**config.mk**
```make
export PLATFORM = sky130hd
export DESIGN_NAME = ras_ctrl
export DESIGN_NICKNAME = d
export VERILOG_FILES = /design/src/rtl/ras_ctrl.sv
export SDC_FILE = /design/constraint.sdc
export NUM_CORES = 1
export LEC_CHECK = 0
export BUFFER_PORTS_ARGS = -buffer_cell sky130_fd_sc_hd__buf_4
export CORE_UTILIZATION = 50
export DETAILED_ROUTE_END_ITERATION = 6
export GPL_TIMING_DRIVEN = 1
export PLACE_DENSITY = 0.8
export SYNTH_ARGS = -nofsm -noshare
export SYNTH_HDL_FRONTEND = slang
export SYNTH_SLANG_ARGS = --single-unit
```
**constraint.sdc**
```tcl
create_clock -name clk -period 5.44 [get_ports clk]
set_input_delay 1.36 -clock clk [delete_from_list [all_inputs] [get_ports clk]]
set_output_delay 1.36 -clock clk [all_outputs]
set_load 0.05 [all_outputs]
```
**src/rtl/ras_ctrl.sv**
```systemverilog
`default_nettype none
// ============================================================================
//  Module   : ras_ctrl
//  Purpose  : Return-address-stack controller with speculative IF push/pop and
//             flush-time pointer rollback. Optional counters: RAS_STATS_EN.
//  Revision : 1.0  initial release
// ============================================================================
module ras_ctrl #(
    parameter int DEPTH = 8,
    parameter int AW    = 3
) (
    input  logic          clk,
    input  logic          rst_n,
    input  logic          PL_stall,
    input  logic          PL_flush,
    input  logic          RAS_push,
    input  logic          RAS_pop,
    input  logic [31:0]   push_data,
    input  logic          RAS_rollback_pop_id,
    input  logic          RAS_rollback_push_id,
    input  logic          RAS_rollback_push_ex,
    output logic [31:0]   top_data,
    output logic          top_valid,
    output logic [AW:0]   cnt,
    output logic [15:0]   stat_ovf,
    output logic [15:0]   stat_udf
);

    localparam logic [AW:0]          C_DEPTH_CNT = (AW+1)'(DEPTH);
    localparam logic signed [AW+2:0] C_DEPTH_S   = (AW+3)'(DEPTH);
    localparam logic [AW-1:0]        C_ONE_PTR   = AW'(1);

    logic [31:0]  r_mem [DEPTH];
    logic [AW-1:0] r_tos;
    logic [AW:0]   r_cnt;

    logic [AW-1:0] w_tos_m1;
    logic [AW-1:0] w_tos_nxt;
    logic [AW:0]   w_cnt_nxt;
    logic          w_wr_en;
    logic [AW-1:0] w_wr_addr;
    logic          w_if_act;
    logic signed [AW+2:0] w_cnt_roll;

    assign w_tos_m1  = r_tos - C_ONE_PTR;
    assign top_data  = r_mem[w_tos_m1];
    assign top_valid = (r_cnt != '0);
    assign cnt       = r_cnt;
    assign w_if_act  = !PL_flush && !PL_stall;

    // Rollback delta is -2..+1, so a signed sum wide enough for cnt-2 and cnt+1.
    assign w_cnt_roll = $signed({2'b00, r_cnt})
                      + $signed({{(AW+2){1'b0}}, RAS_rollback_pop_id})
                      - $signed({{(AW+2){1'b0}}, RAS_rollback_push_id})
                      - $signed({{(AW+2){1'b0}}, RAS_rollback_push_ex});

    always_comb begin
        w_tos_nxt = r_tos;
        w_cnt_nxt = r_cnt;
        w_wr_en   = 1'b0;
        w_wr_addr = r_tos;
        if (PL_flush) begin
            w_tos_nxt = r_tos
                      + {{(AW-1){1'b0}}, RAS_rollback_pop_id}
                      - {{(AW-1){1'b0}}, RAS_rollback_push_id}
                      - {{(AW-1){1'b0}}, RAS_rollback_push_ex};
            if (w_cnt_roll < 0)
                w_cnt_nxt = '0;
            else if (w_cnt_roll > C_DEPTH_S)
                w_cnt_nxt = C_DEPTH_CNT;
            else
                w_cnt_nxt = w_cnt_roll[AW:0];
        end else if (!PL_stall) begin
            if (RAS_push && RAS_pop && (r_cnt != '0)) begin
                // Return-then-call: replace the top in place.
                w_wr_en   = 1'b1;
                w_wr_addr = w_tos_m1;
            end else if (RAS_push) begin
                w_wr_en   = 1'b1;
                w_wr_addr = r_tos;
                w_tos_nxt = r_tos + C_ONE_PTR;
                if (r_cnt != C_DEPTH_CNT)
                    w_cnt_nxt = r_cnt + 1'b1;
            end else if (RAS_pop && (r_cnt != '0)) begin
                w_tos_nxt = w_tos_m1;
                w_cnt_nxt = r_cnt - 1'b1;
            end
        end
    end

    always_ff @(posedge clk or negedge rst_n) begin
        if (!rst_n) begin
            for (int i = 0; i < DEPTH; i++)
                r_mem[i] <= '0;
            r_tos <= '0;
            r_cnt <= '0;
        end else begin
            if (w_wr_en)
                r_mem[w_wr_addr] <= push_data;
            r_tos <= w_tos_nxt;
            r_cnt <= w_cnt_nxt;
        end
    end

`ifdef RAS_STATS_EN
    logic [15:0] r_stat_ovf;
    logic [15:0] r_stat_udf;
    logic        w_ovf_evt;
    logic        w_udf_evt;

    assign w_ovf_evt = w_if_act && RAS_push && !RAS_pop && (r_cnt == C_DEPTH_CNT);
    assign w_udf_evt = w_if_act && RAS_pop && !RAS_push && (r_cnt == '0);

    always_ff @(posedge clk or negedge rst_n) begin
        if (!rst_n) begin
            r_stat_ovf <= '0;
            r_stat_udf <= '0;
        end else begin
            if (w_ovf_evt && (r_stat_ovf != 16'hFFFF))
                r_stat_ovf <= r_stat_ovf + 16'd1;
            if (w_udf_evt && (r_stat_udf != 16'hFFFF))
                r_stat_udf <= r_stat_udf + 16'd1;
        end
    end

    assign stat_ovf = r_stat_ovf;
    assign stat_udf = r_stat_udf;
`else
    logic w_unused;
    assign w_unused = w_if_act;
    assign stat_ovf = 16'h0000;
    assign stat_udf = 16'h0000;
`endif

endmodule
`default_nettype wire
```
==> impl_metrics.json, run 1 <==
{
  "fillers": 1874,
  "required_ns": 4.08,
  "stdcell_area_um2": 14400,
  "ys_types": 54,
  "ys_ff_latch": 263,
  "power_density_nw_per_um2": 749,
  "peakVddDrop_uv": 606,
  "end_kind": "primary output",
  "hold_class": "register to register",
  "outcome": "complete, no violations",
  "n_antenna_cell": 0,
  "fp.dieH_um": 161,
  "post_drt_wl_per_cell_um": 22.9,
  "area_growth_syn_to_layout_pct": 14.2,
  "die_w_um": 161,
  "yosys.area.top_type": "dfrtp_1",
  "grt_pass1_wl_um": 47000,
  "tightest_slew_ns": 0.952,
  "cts_sinks": 263,
  "stdcell_count": 1274,
  "relSlewSlack": 0.365,
  "cts_made_buffers": 28,
  "grt_max_degree": 124,
  "placed_cell_area_um2": 13500,
  "postCtsResizedCells": 0,
  "netlist_area_um2": 12600,
  "setup_viol": 0,
  "h-tree-depth": 1,
  "drc": 0,
  "yosysWarningCount": 0,
  "clkTransAtPathRegs_ns": 0.06,
  "pre_cts_slack_ns": 1.16,
  "post-route-period-util": 0.878,
  "fmax_mhz": 209,
  "postCtsSetupBuffers": 0,
  "netlist.area_leader.share": 0.521,
  "ctsHoldBuffers": 0,
  "clkLatencyLatePin_ns": 0.54,
  "route.final.wire_length_um": 29200,
  "p_sw_uw": 4350,
  "gp_congestion": 0.782,
  "finalNetCount": 987,
  "synth_edf_count": 0,
  "die-area_um2": 25900,
  "setup_tns_ns": 0,
  "place_inst": 1222,
  "ys_top_cells_by_area": "dfrtp_1, mux2_2, mux4_2",
  "worst-path-max-fanout": 37,
  "p_clk_frac": 0.183,
  "drtPass1Iterations": 5,
  "intPower_uw": 6460,
  "finalCriticalPeriod_ns": 4.77,
  "grt.total_usage": 0.232,
  "port_buffers": 77,
  "hpwlAfterDp_um": 17300,
  "grt-ovfl-total": 0,
  "row_count": 57,
  "async_reset_ff_frac": 1.00,
  "initial_core_util": 0.515,
  "switching_share": 0.402,
  "slew_violations": 0,
  "yosysSeqAreaShare": 0.521,
  "cts_tree": "yes",
  "cap_violations": 0,
  "clockBufferDepth": 3,
  "final_util": 0.589,
  "synth_ff_type": "dfrtp_1",
  "ctsRootBufferMaster": "clkbuf_16",
  "drtIter0Drc": 736,
  "critPathKind": "register to primary output",
  "setup_slack_ns": 0.665,
  "p_leak_uw": 0.00670,
  "pin_count": 110,
  "syn_avg_cell_area_um2": 14.7,
  "via_count": 7892,
  "via_per_inst": 6.19,
  "finClkSkew_ns": 0.0207,
  "hold_viol_final": 0,
  "start_kind": "register",
  "drive_gt1_frac": 0.403,
  "grt_pass1_vias": 8251,
  "rsz0062_at_grt": "false",
  "layout_common_cells": "dfrtp_1, mux2_2, a22o_1, buf_4, mux4_2",
  "pwr-share-comb": 0.500,
  "netlist_instances": 862,
  "antenna_left": 0,
  "antenna_found_initial": 0,
  "p_seq_frac": 0.316,
  "placeableCoreArea_um2": 24500,
  "critPathArrivalTime_ns": 3.41,
  "final_common_cell": "dfrtp_1"
}
-- per-stage QoR --
stage	hold slack, ns	total power, µW
after global routing	0.505	11300
after floorplan	0.453	7350
final	0.491	10800
after detailed placement	0.479	8840
after global placement	0.465	8710
after CTS	0.494	10900
-- area by class of cell --
cell class,instances,area (µm²),share of cell area
sequential,263,6590,0.456
multi-input combinational,521,5630,0.390
clock buffer,36,812,0.0562
timing repair buffer,97,773,0.0536
tap,324,405,0.0281
clock inverter,16,166,0.0115
inverter,17,63.8,0.00442
-- cells by family after synthesis --
kind of cell,count (synthesis),share of synthesized area
compound gates,166,0.109
simple gates,70,0.0350
other cells,1,0.000297
mux,228,0.262
fa+ha+maj,18,0.0196
flops,263,0.521
buf+inv,109,0.0482
xor+xnor,7,0.00544
-- layer usage --
metal	vias to the layer above	GRT usage	share of wire
li1	3354	-	-
met1	4145	0.328	0.43
met2	337	0.369	0.48
met3	56	0.0411	0.069
met4	0	0.0712	0.021
met5	-	0	0
-- synthesized netlist by cell type, types with 4 or more instances --
cell      number
mux2_1        10
a22o_1       128
mux4_2        64
inv_2          4
mux2_2       150
o21ai_0        9
a21oi_1        6
inv_1         13
buf_2         25
nor2_1         4
clkbuf_1      27
buf_4         33
nand4_1        5
ha_1          15
nand2_1        7
a21o_1         5
dfrtp_1      263
buf_6          6
and2_1        33
xnor2_1        5
-- power groups by stage --
stage	sequential, µW	combinational [µW]	clock [µW]
2_1_floorplan	3200	4160	0
3_3_place_gp	3390	5320	0
3_5_place_dp	3410	5430	0
4_1_cts	3400	5440	2020
5_1_grt	3510	5720	2090
6_report	3420	5410	1980
-- registers in the layout, indices dropped and copies added (netlist names) --
name / count
r_mem: 256
r_tos: 3
cnt: 4
-- worst max-delay path, stage by stage (launching register included) --
cell and delay [ns]:
dfrtp_4 0.66, buf_4 0.43, buf_4 0.68, mux4_2 0.59, mux2_2 0.30, buf_4 0.20
-- final timing paths --
check	startpoint	endpoint	slack [ns]	cells past startpoint
worst max-delay path	r_tos[0]$_DFFE_PN0P_	top_data[1]	0.67	5
worst min-delay path	r_mem[164]$_DFFE_PN0P_	r_mem[164]$_DFFE_PN0P_	0.49	1
worst max register to register	r_tos[0]$_DFFE_PN0P_	r_mem[255]$_DFFE_PN0P_	1.59	7
worst min register to register	r_mem[164]$_DFFE_PN0P_	r_mem[164]$_DFFE_PN0P_	0.49	1
max in group asynchronous	rst_n	r_mem[46]$_DFFE_PN0P_	3.45	2
min in group asynchronous	rst_n	r_mem[25]$_DFFE_PN0P_	0.90	1
Note: power is estimated with default switching activity, not from simulation.
==> inputs of run 2 (changes only) <==
--- a/config.mk
+++ b/config.mk
@@ -5,11 +5,13 @@
 export SDC_FILE = /design/constraint.sdc
 export NUM_CORES = 1
 export LEC_CHECK = 0
+export ABC_AREA = 1
 export BUFFER_PORTS_ARGS = -buffer_cell sky130_fd_sc_hd__buf_4
 export CORE_UTILIZATION = 50
 export DETAILED_ROUTE_END_ITERATION = 6
 export GPL_TIMING_DRIVEN = 1
-export PLACE_DENSITY = 0.8
+export PLACE_DENSITY = 0.79
 export SYNTH_ARGS = -nofsm -noshare
 export SYNTH_HDL_FRONTEND = slang
 export SYNTH_SLANG_ARGS = --single-unit
+export TNS_END_PERCENT = 100
==> impl_metrics.json, run 2 <==
{
  "outcome": "complete, no violations",
  "min_from": "r_mem[57]$_DFFE_PN0P_",
  "post_drt_wl_per_cell_um": 17.8,
  "pin_count": 110,
  "postCtsResizedCells": 0,
  "drtPass1Iterations": 5,
  "synthMostInstantiatedCell": "nand2_1",
  "grt_pass1_vias": 11900,
  "die_w_um": 167,
  "required_ns": 4.08,
  "hpwlAfterDp_um": 20800,
  "critPathKind": "register to primary output",
  "end_kind": "primary output",
  "hold_class": "register to register",
  "clkLatencyLatePin_ns": 0.54,
  "grt-ovfl-total": 0,
  "synth_edf_count": 0,
  "layout_common_cells": "nand2_1, nand3_1, dfrtp_1, nor2_1, o21ai_0",
  "row_count": 60,
  "grt_max_degree": 112,
  "cts_made_buffers": 28,
  "relSlewSlack": 0.262,
  "via_count": 12400,
  "holdPathEnd": "r_mem[57]$_DFFE_PN0P_",
  "n_antenna_cell": 0,
  "tightest_slew_ns": 1.11,
  "setup_slack_ns": 0.722,
  "rsz0062_at_grt": "false",
  "clockBufferDepth": 3,
  "place_inst": 2078,
  "ctsRootBufferMaster": "clkbuf_16",
  "final_common_cell": "nand2_1",
  "async_reset_ff_frac": 1.00,
  "largest_reg_flops": 256,
  "fp.dieH_um": 167,
  "netlist_top_cells_count": "nand2_1, nand3_1, dfrtp_1, nor2_1, o21ai_0",
  "worst-path-max-fanout": 40,
  "ys_top_cells_by_area": "dfrtp_1, nand2_1, nand3_1",
  "r2r-start": "r_tos[0]$_DFFE_PN0P_",
  "yosys.area.top_type": "dfrtp_1",
  "die-area_um2": 27900,
  "cts_sinks": 263,
  "cts_tree": "yes",
  "gp_congestion": 0.864,
  "finClkSkew_ns": 0.00790,
  "r2r-end": "r_mem[216]$_DFFE_PN0P_",
  "drive_gt1_frac": 0.0934,
  "setup_viol": 0,
  "postCtsSetupBuffers": 0,
  "grt.total_usage": 0.275,
  "hold_depth": 2,
  "ys_ff_latch": 263,
  "start_kind": "register",
  "grt_pass1_wl_um": 62300,
  "port_buffers": 77,
  "placeableCoreArea_um2": 26800,
  "syn_avg_cell_area_um2": 7.60,
  "cap_violations": 0,
  "post-route-period-util": 0.867,
  "netlist.area_leader.share": 0.483,
  "finalNetCount": 1826,
  "critPathArrivalTime_ns": 3.36,
  "netlist_area_um2": 13600,
  "h-tree-depth": 1,
  "initial_core_util": 0.508,
  "pre_cts_slack_ns": 1.37,
  "drtIter0Drc": 1364,
  "fin_hold_ws_ns": 0.465,
  "via_per_inst": 5.82,
  "fillers": 2423,
  "setup_tns_ns": 0,
  "yosysWarningCount": 0,
  "stdcell_count": 2129,
  "hold_viol_final": 0,
  "ctsHoldBuffers": 0,
  "finalCriticalPeriod_ns": 4.72,
  "antenna_found_initial": 0,
  "clkTransAtPathRegs_ns": 0.06,
  "netlist_instances": 1793,
  "ys_types": 30,
  "drc": 0,
  "rr_worst_depth": 11,
  "antenna_left": 0,
  "fmax_mhz": 212,
  "largest_register": "r_mem",
  "slew_violations": 0,
  "area_growth_syn_to_layout_pct": 9.21,
  "route.final.wire_length_um": 38000,
  "synth_ff_type": "dfrtp_1",
  "yosysSeqAreaShare": 0.483,
  "r2r_setup_slack_ns": 1.22
}
==> run 2: cell count changes in the layout (fill, tap and decap cells not counted), moves of 62 or more <==
| cell | previous run | this run |
|---|---|---|
| a22o_1 | 128 | 0 |
| mux2_2 | 150 | 0 |
| mux4_2 | 64 | 0 |
| nand2_1 | 7 | 664 |
| nand3_1 | 1 | 266 |
| nor2_1 | 4 | 138 |
| o21ai_0 | 9 | 137 |
| o22ai_1 | 2 | 64 |
==> run 2: routing by layer <==
| layer | part of all wire | global-route usage | up-vias |
|---|---|---|---|
| met5 | 0 | 0 | - |
| met4 | 0.024 | 0.0898 | 0 |
| met3 | 0.096 | 0.0402 | 81 |
| met2 | 0.47 | 0.453 | 641 |
| met1 | 0.41 | 0.375 | 5983 |
| li1 | - | - | 5689 |
==> run 2: cell families (layout without fill, tap and decap cells) <==
logic type | Yosys count | after routing | synth area share
xor+xnor | 7 | 7 | 0.00505
simple gates | 1084 | 1084 | 0.326
compound gates | 205 | 205 | 0.0818
fa+ha+maj | 18 | 18 | 0.0182
buf+inv | 215 | 179 | 0.0852
flops | 263 | 263 | 0.483
other cells | 1 | 32 | 0.000275
==> run 2: critical path, stage by stage (launching register included) <==
cell and delay [ns]:
dfrtp_4 0.49, inv_4 0.24, ha_2 0.53, inv_2 0.50, buf_12 0.27, o21ai_0 0.12
o22ai_1 0.16, nand2_1 0.06, nand2_1 0.16, buf_4 0.22
==> run 2: cell type report <==
class	count	area [µm²]	share of cell area
Clock inverter	9	72.6	0.00488
Timing Repair Buffer	106	828	0.0557
Sequential cell	263	6590	0.443
Clock buffer	42	835	0.0561
Inverter	22	85.1	0.00572
Tap cell	341	427	0.0287
Multi-Input combinational cell	1346	6040	0.406
==> run 2: how the worst max path moves through the flow <==
stage,start,end,cells past startpoint
after global placement,r_tos[0]$_DFFE_PN0P_,top_data[0],9
after global routing,r_tos[0]$_DFFE_PN0P_,top_data[0],9
after CTS,r_tos[0]$_DFFE_PN0P_,top_data[0],9
final,r_tos[0]$_DFFE_PN0P_,top_data[0],9
after floorplan,r_tos[0]$_DFFE_PN0P_,top_data[13],12
after detailed placement,r_tos[0]$_DFFE_PN0P_,top_data[0],9
==> run 2: through the flow <==
| stage | util | instance area, µm² |
|---|---|---|
| 2_1_floorplan | - | 13700 |
| 3_3_place_gp | 0.521 | 14000 |
| 3_5_place_dp | 0.521 | 14000 |
| 4_1_cts | 0.555 | 14900 |
| 5_1_grt | 0.555 | 14900 |
| 6_report | 0.555 | 14900 |
Power of run 2 is left out: the tool's default activity adds up to more than one toggle a clock period on the data nets, which glitch-free logic cannot reach.
==> inputs of run 3 (changes only) <==
--- a/config.mk
+++ b/config.mk
@@ -7,10 +7,10 @@
 export LEC_CHECK = 0
 export ABC_AREA = 1
 export BUFFER_PORTS_ARGS = -buffer_cell sky130_fd_sc_hd__buf_4
-export CORE_UTILIZATION = 50
+export CORE_UTILIZATION = 30
 export DETAILED_ROUTE_END_ITERATION = 6
 export GPL_TIMING_DRIVEN = 1
-export PLACE_DENSITY = 0.79
+export PLACE_DENSITY = 0.57
 export SYNTH_ARGS = -nofsm -noshare
 export SYNTH_HDL_FRONTEND = slang
 export SYNTH_SLANG_ARGS = --single-unit
==> impl_metrics.json, run 3 (same netlist as run 2, synthesis figures left out) <==
{
  "die_w_um": 215,
  "layout_common_cells": "nand2_1, nand3_1, dfrtp_1, nor2_1, o21ai_0",
  "via_per_inst": 5.01,
  "largest_reg_flops": 256,
  "route.final.wire_length_um": 42500,
  "p_leak_uw": 0.00785,
  "drtPass1Iterations": 7,
  "final_common_cell": "nand2_1",
  "cts_made_buffers": 30,
  "grt_pass1_wl_um": 68300,
  "hold_viol_final": 0,
  "fmax_mhz": 200,
  "clkTransAtPathRegs_ns": 0.06,
  "postCtsSetupBuffers": 0,
  "row_count": 77,
  "via_count": 11900,
  "drc": 0,
  "cap_violations": 0,
  "required_ns": 4.08,
  "die-area_um2": 46300,
  "start_kind": "register",
  "grt-ovfl-total": 0,
  "setup_viol": 0,
  "grt_pass1_vias": 11800,
  "post-route-period-util": 0.919,
  "pin_count": 110,
  "drtIter0Drc": 1202,
  "antenna_found_initial": 0,
  "cts_sinks": 263,
  "antenna_left": 0,
  "use_met2": 0.306,
  "h-tree-depth": 1,
  "worst-path-max-fanout": 58,
  "grt_busiest_layer": "met2",
  "hpwlAfterDp_um": 23700,
  "clkLatencyLatePin_ns": 0.58,
  "postCtsResizedCells": 0,
  "clockBufferDepth": 3,
  "final_util": 0.342,
  "hold_class": "register to register",
  "placeableCoreArea_um2": 44500,
  "met3_usage": 0.0258,
  "grt.total_usage": 0.184,
  "ctsHoldBuffers": 0,
  "drive_gt1_frac": 0.0952,
  "multiInputGateArea_um2": 6040,
  "initial_core_util": 0.306,
  "post_drt_wl_per_cell_um": 17.9,
  "cts_tree": "yes",
  "grt_use_met1": 0.253,
  "fillers": 4694,
  "fp.dieH_um": 215,
  "gp_congestion": 0.754,
  "finalNetCount": 1826,
  "end_kind": "primary output",
  "setup_tns_ns": 0,
  "critPathKind": "register to primary output",
  "power.total_uw": 11800,
  "port_buffers": 77,
  "finalCriticalPeriod_ns": 5.00,
  "largest_register": "r_mem",
  "area_growth_syn_to_layout_pct": 11.9,
  "rsz0062_at_grt": "false",
  "n_antenna_cell": 0,
  "slew_violations": 0,
  "grt_max_degree": 118,
  "critPathArrivalTime_ns": 3.64,
  "seq_area_um2": 6590,
  "tightest_slew_ns": 1.22,
  "outcome": "complete, no violations",
  "finClkSkew_ns": 0.0261,
  "ctsRootBufferMaster": "clkbuf_16",
  "power_density_nw_per_um2": 777,
  "relSlewSlack": 0.184,
  "peakVddDrop_uv": 555
}
[run 3: cell type report]
cell class              instances  area share
multi-input cells            1346       0.397
clock buffers                  40      0.0570
inverters                      22     0.00558
well taps                     592      0.0486
repair buffers                104      0.0525
flip-flops and latches        263       0.432
clock inverters                11     0.00764
[run 3: layer usage]
layer,share of wire,vias to the layer above,wire length [µm]
met4,0.016,0,693
met3,0.060,53,2570
met1,0.45,5816,19200
met2,0.47,359,20100
met5,0,-,0
li1,-,5681,-
[run 3: where the power goes]
| group | total (µW) | internal, µW | leakage (µW) | switching (µW) |
|---|---|---|---|---|
| clock network | 2030 | 1200 | 0.000496 | 825 |
| registers | 3420 | 2850 | 0.00338 | 572 |
| logic | 6400 | 1820 | 0.00397 | 4580 |
| total | 11800 | 5870 | 0.00785 | 5980 |
[run 3: critical path: stages, from the launching register on]
cell and delay (ns):
dfrtp_4 0.84, inv_4 0.05, ha_2 0.80, inv_2 0.40, buf_4 0.34, o21ai_0 0.11, o22ai_1 0.09, nand2_1 0.06
nand2_1 0.13, buf_4 0.22
[run 3: path summary, 6_finish.rpt]
| kind | startpoint | end | slack, ns | cells past startpoint |
|---|---|---|---|---|
| setup / recovery | r_tos[0]$_DFFE_PN0P_ | top_data[9] | 0.44 | 9 |
| hold / removal | r_mem[46]$_DFFE_PN0P_ | r_mem[46]$_DFFE_PN0P_ | 0.46 | 2 |
| setup reg to reg | r_tos[0]$_DFFE_PN0P_ | r_mem[93]$_DFFE_PN0P_ | 1.34 | 11 |
| hold reg to reg | r_mem[46]$_DFFE_PN0P_ | r_mem[46]$_DFFE_PN0P_ | 0.46 | 2 |
| max in group asynchronous | rst_n | r_mem[81]$_DFFE_PN0P_ | 3.38 | 2 |
| min in group asynchronous | rst_n | cnt[1]$_DFFE_PN0P_ | 0.82 | 1 |
[run 3: metrics by stage]
step                      hold WS [ns]  cell area (µm²)  setup WS (ns)  instances
after floorplan                  0.437            13700           1.29       1824
after global placement           0.448            14300           1.08       2327
after detailed placement         0.453            14300          0.992       2327
after CTS                        0.467            15200          0.384       2378
after global routing             0.476            15200          0.237       2378
final                            0.464            15200          0.442       2378
